**src/rtl/alu_pkg.sv**
```systemverilog
// alu_pkg: opcodes, FSM state, flag struct and iterative-op predicate for alu_seq; ALU_DIV_EN enables opcode 23 DIV
package alu_pkg;
  localparam logic [4:0] OP_ADD = 5'd0, OP_CADD = 5'd1, OP_SUB = 5'd2, OP_BSUB = 5'd3;
  localparam logic [4:0] OP_NEG = 5'd4, OP_INC = 5'd5, OP_DEC = 5'd6, OP_PASS = 5'd7;
  localparam logic [4:0] OP_AND = 5'd8, OP_OR = 5'd9, OP_XOR = 5'd10, OP_COMP = 5'd11;
  localparam logic [4:0] OP_ASL = 5'd12, OP_ASR = 5'd13, OP_LSL = 5'd14, OP_LSR = 5'd15;
  localparam logic [4:0] OP_ROL = 5'd16, OP_ROR = 5'd17, OP_L_CROT = 5'd18, OP_R_CROT = 5'd19;
  localparam logic [4:0] OP_MUL = 5'd20, OP_LSL_N = 5'd21, OP_ASR_N = 5'd22, OP_DIV = 5'd23;
  typedef enum logic [1:0] {IDLE, EXEC, DONE} state_t;
  typedef struct packed {logic carry; logic overflow; logic err;} flags_t;
`ifdef ALU_DIV_EN
  localparam logic DIV_EN = 1'b1;
`else
  localparam logic DIV_EN = 1'b0;
`endif
  function automatic logic is_iter(input logic [4:0] op);
    return op == OP_MUL || op == OP_LSL_N || op == OP_ASR_N || (DIV_EN && op == OP_DIV);
  endfunction
endpackage

```
**src/rtl/alu_seq_iter.sv**
```systemverilog
// alu_iter_unit: bit-serial signed MUL, LSL_N/ASR_N and (ALU_DIV_EN) unsigned DIV; loads on start, steps while en, done flags the final step
module alu_iter_unit
  import alu_pkg::*;
#(
  parameter int WIDTH = 8,
  parameter int SHW = $clog2(WIDTH) + 1
) (
  input  logic             clk,
  input  logic             rst_n,
  input  logic             start,
  input  logic             en,
  input  logic [4:0]       op,
  input  logic [WIDTH-1:0] a,
  input  logic [WIDTH-1:0] b,
  output logic             done,
  output logic [WIDTH-1:0] res_lo,
  output logic [WIDTH-1:0] res_hi,
  output logic             co,
  output logic             ov
);
  localparam int CW = $clog2(WIDTH + 1);
  logic [4:0] op_q, op_d;
  logic [WIDTH-1:0] hi_q, hi_d, lo_q, lo_d, m_q, m_d;
  logic c_q, c_d;
  logic [CW-1:0] cnt_q, cnt_d, n;
  logic [WIDTH:0] addend, mul_sum;
`ifdef ALU_DIV_EN
  logic [WIDTH:0] div_t;
  logic div_ge;
`endif
  assign done = cnt_q <= CW'(1);
  always_comb begin
    n = (int'(b[SHW-1:0]) > WIDTH) ? CW'(WIDTH) : CW'(b[SHW-1:0]);
    addend = lo_q[0] ? {m_q[WIDTH-1], m_q} : '0;
    mul_sum = (cnt_q == CW'(1)) ? {hi_q[WIDTH-1], hi_q} - addend : {hi_q[WIDTH-1], hi_q} + addend;
`ifdef ALU_DIV_EN
    div_t = {hi_q, lo_q[WIDTH-1]};
    div_ge = div_t >= {1'b0, m_q};
`endif
    res_hi = hi_q;
    res_lo = lo_q;
    co = c_q;
    if (cnt_q != '0)
      case (op_q)
        OP_MUL: begin
          res_hi = mul_sum[WIDTH:1];
          res_lo = {mul_sum[0], lo_q[WIDTH-1:1]};
        end
        OP_LSL_N: begin
          res_lo = {lo_q[WIDTH-2:0], 1'b0};
          co = lo_q[WIDTH-1];
        end
        OP_ASR_N: begin
          res_lo = {lo_q[WIDTH-1], lo_q[WIDTH-1:1]};
          co = lo_q[0];
        end
`ifdef ALU_DIV_EN
        OP_DIV: begin
          res_hi = div_ge ? div_t[WIDTH-1:0] - m_q : div_t[WIDTH-1:0];
          res_lo = {lo_q[WIDTH-2:0], div_ge};
        end
`endif
        default: ;
      endcase
    ov = op_q == OP_MUL && res_hi != {WIDTH{res_lo[WIDTH-1]}};
`ifdef ALU_DIV_EN
    if (op_q == OP_DIV) ov = m_q == '0;
`endif
    op_d = op_q;
    hi_d = hi_q;
    lo_d = lo_q;
    m_d = m_q;
    c_d = c_q;
    cnt_d = cnt_q;
    if (start) begin
      op_d = op;
      hi_d = '0;
      c_d = 1'b0;
      m_d = op == OP_MUL ? a : b;
      lo_d = op == OP_MUL ? b : a;
      cnt_d = (op == OP_LSL_N || op == OP_ASR_N) ? n : (is_iter(op) ? CW'(WIDTH) : '0);
    end else if (en) begin
      hi_d = res_hi;
      lo_d = res_lo;
      c_d = co;
      cnt_d = cnt_q - CW'(cnt_q != '0);
    end
  end
  always_ff @(posedge clk or negedge rst_n)
    if (!rst_n) begin
      op_q <= '0;
      hi_q <= '0;
      lo_q <= '0;
      m_q <= '0;
      c_q <= 1'b0;
      cnt_q <= '0;
    end else begin
      op_q <= op_d;
      hi_q <= hi_d;
      lo_q <= lo_d;
      m_q <= m_d;
      c_q <= c_d;
      cnt_q <= cnt_d;
    end
endmodule

```
**src/rtl/alu_seq.sv**
```systemverilog
// alu_seq: valid/ready WIDTH-bit signed ALU, 20 single-cycle ops plus iterative MUL/LSL_N/ASR_N and DIV when ALU_DIV_EN is defined
module alu_seq
  import alu_pkg::*;
#(
  parameter int WIDTH = 8,
  parameter int SHW = $clog2(WIDTH) + 1
) (
  input  logic             clk,
  input  logic             rst_n,
  input  logic             in_valid,
  output logic             in_ready,
  input  logic [4:0]       opcode,
  input  logic [WIDTH-1:0] operand_a,
  input  logic [WIDTH-1:0] operand_b,
  input  logic             carry_in,
  output logic             out_valid,
  input  logic             out_ready,
  output logic [WIDTH-1:0] result,
  output logic [WIDTH-1:0] result_hi,
  output logic             carry_out,
  output logic             overflow,
  output logic             zero,
  output logic             negative,
  output logic             err
);
  localparam logic [WIDTH-1:0] MIN = {1'b1, {(WIDTH-1){1'b0}}};
  state_t state_q, state_d;
  logic [4:0] op_q, op_d;
  logic [WIDTH-1:0] a_q, a_d, b_q, b_d, result_q, result_d, result_hi_q, result_hi_d;
  logic [WIDTH-1:0] sc_r, it_lo, it_hi;
  logic ci_q, ci_d, sc_c, sc_v, sc_e, it_done, it_co, it_ov;
  logic [WIDTH:0] sum, dif;
  flags_t flags_q, flags_d;
  alu_iter_unit #(.WIDTH(WIDTH), .SHW(SHW)) u_iter (
    .clk(clk), .rst_n(rst_n), .start(state_q == IDLE && in_valid), .en(state_q == EXEC),
    .op(opcode), .a(operand_a), .b(operand_b),
    .done(it_done), .res_lo(it_lo), .res_hi(it_hi), .co(it_co), .ov(it_ov)
  );
  always_comb begin
    sum = {1'b0, a_q} + {1'b0, b_q} + {{WIDTH{1'b0}}, op_q == OP_CADD && ci_q};
    dif = {1'b0, a_q} - {1'b0, b_q} - {{WIDTH{1'b0}}, op_q == OP_BSUB && ci_q};
    sc_r = '0;
    sc_c = 1'b0;
    sc_v = 1'b0;
    sc_e = 1'b0;
    case (op_q)
      OP_ADD, OP_CADD: begin
        sc_r = sum[WIDTH-1:0];
        sc_c = sum[WIDTH];
        sc_v = a_q[WIDTH-1] == b_q[WIDTH-1] && sum[WIDTH-1] != a_q[WIDTH-1];
      end
      OP_SUB, OP_BSUB: begin
        sc_r = dif[WIDTH-1:0];
        sc_c = dif[WIDTH];
        sc_v = a_q[WIDTH-1] != b_q[WIDTH-1] && dif[WIDTH-1] != a_q[WIDTH-1];
      end
      OP_NEG: begin
        sc_r = '0 - a_q;
        sc_v = a_q == MIN;
      end
      OP_INC: begin
        sc_r = a_q + WIDTH'(1);
        sc_v = a_q == ~MIN;
      end
      OP_DEC: begin
        sc_r = a_q - WIDTH'(1);
        sc_v = a_q == MIN;
      end
      OP_PASS: sc_r = a_q;
      OP_AND: sc_r = a_q & b_q;
      OP_OR: sc_r = a_q | b_q;
      OP_XOR: sc_r = a_q ^ b_q;
      OP_COMP: sc_r = ~a_q;
      OP_ASL, OP_LSL: begin
        sc_r = {a_q[WIDTH-2:0], 1'b0};
        sc_c = a_q[WIDTH-1];
      end
      OP_ASR: begin
        sc_r = {a_q[WIDTH-1], a_q[WIDTH-1:1]};
        sc_c = a_q[0];
      end
      OP_LSR: begin
        sc_r = {1'b0, a_q[WIDTH-1:1]};
        sc_c = a_q[0];
      end
      OP_ROL: sc_r = {a_q[WIDTH-2:0], a_q[WIDTH-1]};
      OP_ROR: sc_r = {a_q[0], a_q[WIDTH-1:1]};
      OP_L_CROT: begin
        sc_r = {a_q[WIDTH-2:0], ci_q};
        sc_c = a_q[WIDTH-1];
      end
      OP_R_CROT: begin
        sc_r = {ci_q, a_q[WIDTH-1:1]};
        sc_c = a_q[0];
      end
      default: sc_e = 1'b1;
    endcase
  end
  always_comb begin
    state_d = state_q;
    op_d = op_q;
    a_d = a_q;
    b_d = b_q;
    ci_d = ci_q;
    result_d = result_q;
    result_hi_d = result_hi_q;
    flags_d = flags_q;
    case (state_q)
      IDLE:
        if (in_valid) begin
          state_d = EXEC;
          op_d = opcode;
          a_d = operand_a;
          b_d = operand_b;
          ci_d = carry_in;
          flags_d.err = 1'b0;
        end
      EXEC:
        if (!is_iter(op_q) || it_done) begin
          state_d = DONE;
          result_d = is_iter(op_q) ? it_lo : sc_r;
          result_hi_d = is_iter(op_q) ? it_hi : '0;
          flags_d = is_iter(op_q) ? {it_co, it_ov, 1'b0} : {sc_c, sc_v, sc_e};
        end
      DONE: state_d = out_ready ? IDLE : DONE;
      default: state_d = IDLE;
    endcase
  end
  always_ff @(posedge clk or negedge rst_n)
    if (!rst_n) begin
      state_q <= IDLE;
      op_q <= '0;
      a_q <= '0;
      b_q <= '0;
      ci_q <= 1'b0;
      result_q <= '0;
      result_hi_q <= '0;
      flags_q <= '0;
    end else begin
      state_q <= state_d;
      op_q <= op_d;
      a_q <= a_d;
      b_q <= b_d;
      ci_q <= ci_d;
      result_q <= result_d;
      result_hi_q <= result_hi_d;
      flags_q <= flags_d;
    end
  assign in_ready = state_q == IDLE;
  assign out_valid = state_q == DONE;
  assign result = result_q;
  assign result_hi = result_hi_q;
  assign carry_out = flags_q.carry;
  assign overflow = flags_q.overflow;
  assign err = flags_q.err;
  assign zero = result_q == '0;
  assign negative = result_q[WIDTH-1];
endmodule

```
**config.mk**
```make
export PLATFORM = sky130hd
export DESIGN_NAME = alu_seq
export DESIGN_NICKNAME = d
export VERILOG_FILES = /design/src/rtl/alu_pkg.sv /design/src/rtl/alu_seq_iter.sv /design/src/rtl/alu_seq.sv
export SDC_FILE = /design/constraint.sdc
export NUM_CORES = 1
export LEC_CHECK = 0
export CAP_MARGIN = 20
export CELL_PAD_IN_SITES_DETAIL_PLACEMENT = 0
export CELL_PAD_IN_SITES_GLOBAL_PLACEMENT = 1
export CORE_MARGIN = 4
export CORE_UTILIZATION = 25
export DETAILED_ROUTE_END_ITERATION = 7
export PLACE_DENSITY_LB_ADDON = 0.1
export SETUP_SLACK_MARGIN = 0.2
export SYNTH_ARGS = -nofsm -noshare
export SYNTH_HDL_FRONTEND = slang
export SYNTH_SLANG_ARGS = --single-unit
```
**constraint.sdc**
```tcl
create_clock -name clk -period 3.84 [get_ports clk]
set_input_delay 1.152 -clock clk [delete_from_list [all_inputs] [get_ports clk]]
set_output_delay 1.152 -clock clk [all_outputs]
set_load 0.01 [all_outputs]
```
==> results.py, run 1 <==
metrics = {
    "final_layout": {
        "layout_common_cells": "nand2_1, o21ai_0, nor2_1",
        "layout.nets": 931,
        "area_growth_syn_to_layout_pct": 22.7,
        "n_antenna_cell": 0,
        "utilization_pct": 31.1,
        "drive_gt1_share_pct": 10.5,
        "final_common_cell": "nand2_1",
        "fillers": 2615,
    },
    "sta": {
        "slew_violations": 0,
        "min_period_over_period_pct": 91.9,
        "fmax_mhz": 283,
        "post-route-min-period_ns": 3.53,
        "finalSetupTns_ns": 0,
        "hold_viol_final": 0,
        "worstMarginPinSlew_ns": 0.969,
        "setup_viol": 0,
        "rsz0062_at_grt": "true",
        "clock_skew_ns": 0.00996,
        "slew_headroom_pct": 35.4,
    },
    "power": {
        "swShare_pct": 51.0,
        "powerDensity_mw_per_mm2": 1000,
        "p_clk_share_pct": 11.0,
        "power.leakage_nw": 3.12,
        "internal_power_mw": 3.71,
        "pwr-share-seq_pct": 18.5,
        "switchingPower_mw": 3.87,
        "peakVddDrop_mv": 0.288,
        "combinationalPowerShare_pct": 70.5,
    },
    "cts": {
        "cts_root_buf": "clkbuf_16",
        "clock_path_buffers": 2,
        "numCtsBuffers": 9,
        "cts.sinks": 72,
        "tritoncts": "done",
        "clk_latency_ns": 0.34,
        "cts_htree_levels": 3,
        "clkSlewWorstSetupHoldPaths_ns": 0.07,
    },
    "setup_path": {
        "reg2reg_from": "u_iter.cnt_q[3]",
        "crit_path_end_kind": "flop",
        "startpoint_type": "flop",
        "cpMaxStageDelayCell": "or4_1",
        "cp.arrival_ns": 3.76,
        "max_stage_delay_ns": 0.47,
        "path_class": "flop to flop",
        "required_ns": 4.07,
        "crit_fanout": 8,
        "rr_worst_depth": 14,
        "crit_start": "u_iter.cnt_q[3]",
        "path_cells": "buf_4 > nor4b_4 > buf_6 > a21oi_1 > a31oi_1 > o21ai_0 > ha_1 > nor3_1 > nor2_1 > and3_1 > or3_1 > xor2_1 > or4_1 > a32o_1",
    },
    "synth": {
        "yosysWarningCount": 0,
        "synth-main-ff-cell": "dfrtp_1",
        "syn_area_per_cell_um2": 7.76,
        "synth_edf_count": 0,
        "synth_cell_types": 64,
        "syn_inst": 795,
        "ys_ff_latch": 72,
        "synth_seq_area_share_pct": 29.2,
        "synthArstFlopShare_pct": 100,
        "syn_area_mm2": 0.00617,
        "synth_nets": 875,
    },
    "grt": {
        "grt_max_degree": 73,
        "grt_overflow": 0,
        "grt_usage_pct": 17.0,
        "grt_pass1_vias": 6044,
        "grt_pass1_wl_um": 35700,
        "antenna_found_initial": 1,
    },
    "detailed_routing": {
        "drt-pass1-iter-count": 6,
        "via_count": 6087,
        "ant_nets": 0,
        "wirelength_um": 23200,
        "drc": 0,
        "drt_iter0_drc": 499,
        "wl_per_cell_um": 19.6,
        "vias_per_cell": 5.16,
    },
    "die": {
        "fp.dieH_um": 165,
        "start_util_pct": 25.4,
        "core_mm2": 0.0243,
        "num_io_pins": 49,
        "std_cell_rows": 57,
        "die_area_mm2": 0.0272,
        "fp.dieW_um": 165,
    },
    "placed_design": {
        "dp_hpwl_um": 17900,
        "numPortBuffers": 48,
        "place_congestion": 0.891,
    },
    "worst_hold_path": {
        "hp-class": "flop to flop",
        "hold_depth": 2,
        "min_from": "result_hi[1]",
    },
    "status": {
        "status": "finished, final reports clean",
    },
    "flow_run": {
        "drv_cap": 0,
    },
}
synth_stat cells (5+ instances only):
cell | number | share of area, %
a211oi_1 | 12 | 1.5
a21o_1 | 5 | 0.61
a21oi_1 | 39 | 3.2
a221oi_1 | 5 | 0.71
a22oi_1 | 11 | 1.3
a31oi_1 | 24 | 2.4
a32o_1 | 6 | 0.97
and3_1 | 6 | 0.61
clkbuf_1 | 43 | 2.6
dfrtp_1 | 72 | 29
fa_1 | 6 | 1.9
ha_1 | 48 | 9.7
inv_1 | 38 | 2.3
mux2i_1 | 14 | 2.3
nand2_1 | 123 | 7.5
nand2b_1 | 9 | 0.91
nand3_1 | 18 | 1.5
nand3b_1 | 5 | 0.61
nand4_1 | 5 | 0.51
nor2_1 | 73 | 4.4
nor2b_1 | 8 | 0.81
nor3_1 | 21 | 1.7
o21a_1 | 5 | 0.61
o21ai_0 | 77 | 6.3
o221ai_1 | 6 | 0.85
o22ai_1 | 8 | 0.81
o31ai_1 | 5 | 0.61
xnor2_1 | 25 | 3.6
xor2_1 | 13 | 1.8
power groups by stage:
stage               Combinational, mW  Clock (mW)  Sequential (mW)
CTS                              5.17       0.864             1.39
finish                           5.34       0.833             1.40
global placement                 5.15           0             1.40
detailed placement               5.11           0             1.41
floorplan                        3.40           0             1.32
global route                     5.86       0.894             1.46
worst max-delay path: cells and delay by family, from the launching register on:
family / cells / cell delay [ns]
flip-flops: 1 / 0.42
adder cells (fa/ha/maj): 1 / 0.37
buffers and inverters: 2 / 0.31
AND/OR/NAND/NOR: 6 / 1.53
AO/OA/AOI/OAI: 4 / 0.64
XOR/XNOR: 1 / 0.16
registers in the layout, indices dropped and copies added, names as in the netlist:
name	cells
a_q	8
b_q	8
carry_out	1
ci_q	1
err	1
op_q	5
overflow	1
result	8
result_hi	8
state_q	2
u_iter.c_q	1
u_iter.cnt_q	4
u_iter.hi_q	8
u_iter.lo_q	8
u_iter.m_q	8
metrics by stage:
| step | cells | power, mW | setup WS (ns) | hold slack (ns) | instance area, µm² |
|---|---|---|---|---|---|
| finish | 1180 | 7.57 | 0.309 | 0.480 | 7560 |
| global route | 1180 | 8.22 | 0.179 | 0.504 | 7560 |
| CTS | 1178 | 7.42 | 0.204 | 0.486 | 7480 |
| detailed placement | 1159 | 6.52 | 0.164 | 0.470 | 7170 |
| global placement | 1159 | 6.55 | 0.201 | 0.470 | 7170 |
| floorplan | 795 | 4.72 | 0.231 | 0.489 | 6170 |
cells by family after synthesis:
logic type / Yosys count / share of synthesized area, %
buf+inv: 90 / 5.56
mux: 15 / 2.46
xor+xnor: 38 / 5.40
flops: 72 / 29.2
simple gates: 295 / 22.0
fa+ha+maj: 54 / 11.7
compound gates: 231 / 23.7
area by class of cell:
type                            count  area [µm²]  area share (%)
Clock buffer                        9         225            2.98
Clock inverter                      7        62.6           0.827
Inverter                           41         154            2.03
Multi-Input combinational cell    633        4090            54.0
Sequential cell                    72        1800            23.8
Tap cell                          324         405            5.36
Timing Repair Buffer               94         827            10.9
routing by layer:
| metal | GRT usage (%) | up-vias | part of all wire (%) |
|---|---|---|---|
| li1 | - | 2946 | - |
| met1 | 25.5 | 2907 | 51 |
| met2 | 24.9 | 202 | 42 |
| met3 | 3.92 | 30 | 6.1 |
| met4 | 3.44 | 2 | 1.5 |
| met5 | 0 | - | 0.047 |
worst paths after layout:
check                                   to  slack [ns]
max                               overflow        0.31
max reg2reg                       overflow        0.31
min                           result_hi[1]        0.48
min in group asynchronous     result_hi[1]        0.94
min reg2reg                   result_hi[1]        0.48
max in group asynchronous  u_iter.cnt_q[3]        2.19
repair_timing:
action	in CTS	in global routing
pin swaps	0	12
hold buffers	0	0
endpoints found under the setup margin	1	4
resized for setup	1	17
buffers inserted	3	2
Note: power is estimated with default switching activity, not from simulation.
==> inputs of run 2 (changes only) <==
--- a/config.mk
+++ b/config.mk
@@ -10,6 +10,7 @@
 export CELL_PAD_IN_SITES_GLOBAL_PLACEMENT = 1
 export CORE_MARGIN = 4
 export CORE_UTILIZATION = 25
+export CTS_CLUSTER_SIZE = 25
 export DETAILED_ROUTE_END_ITERATION = 7
 export PLACE_DENSITY_LB_ADDON = 0.1
 export SETUP_SLACK_MARGIN = 0.2
==> results of run 2 <==
No change in the layout: final DEF, timing and power equal those of run 1.
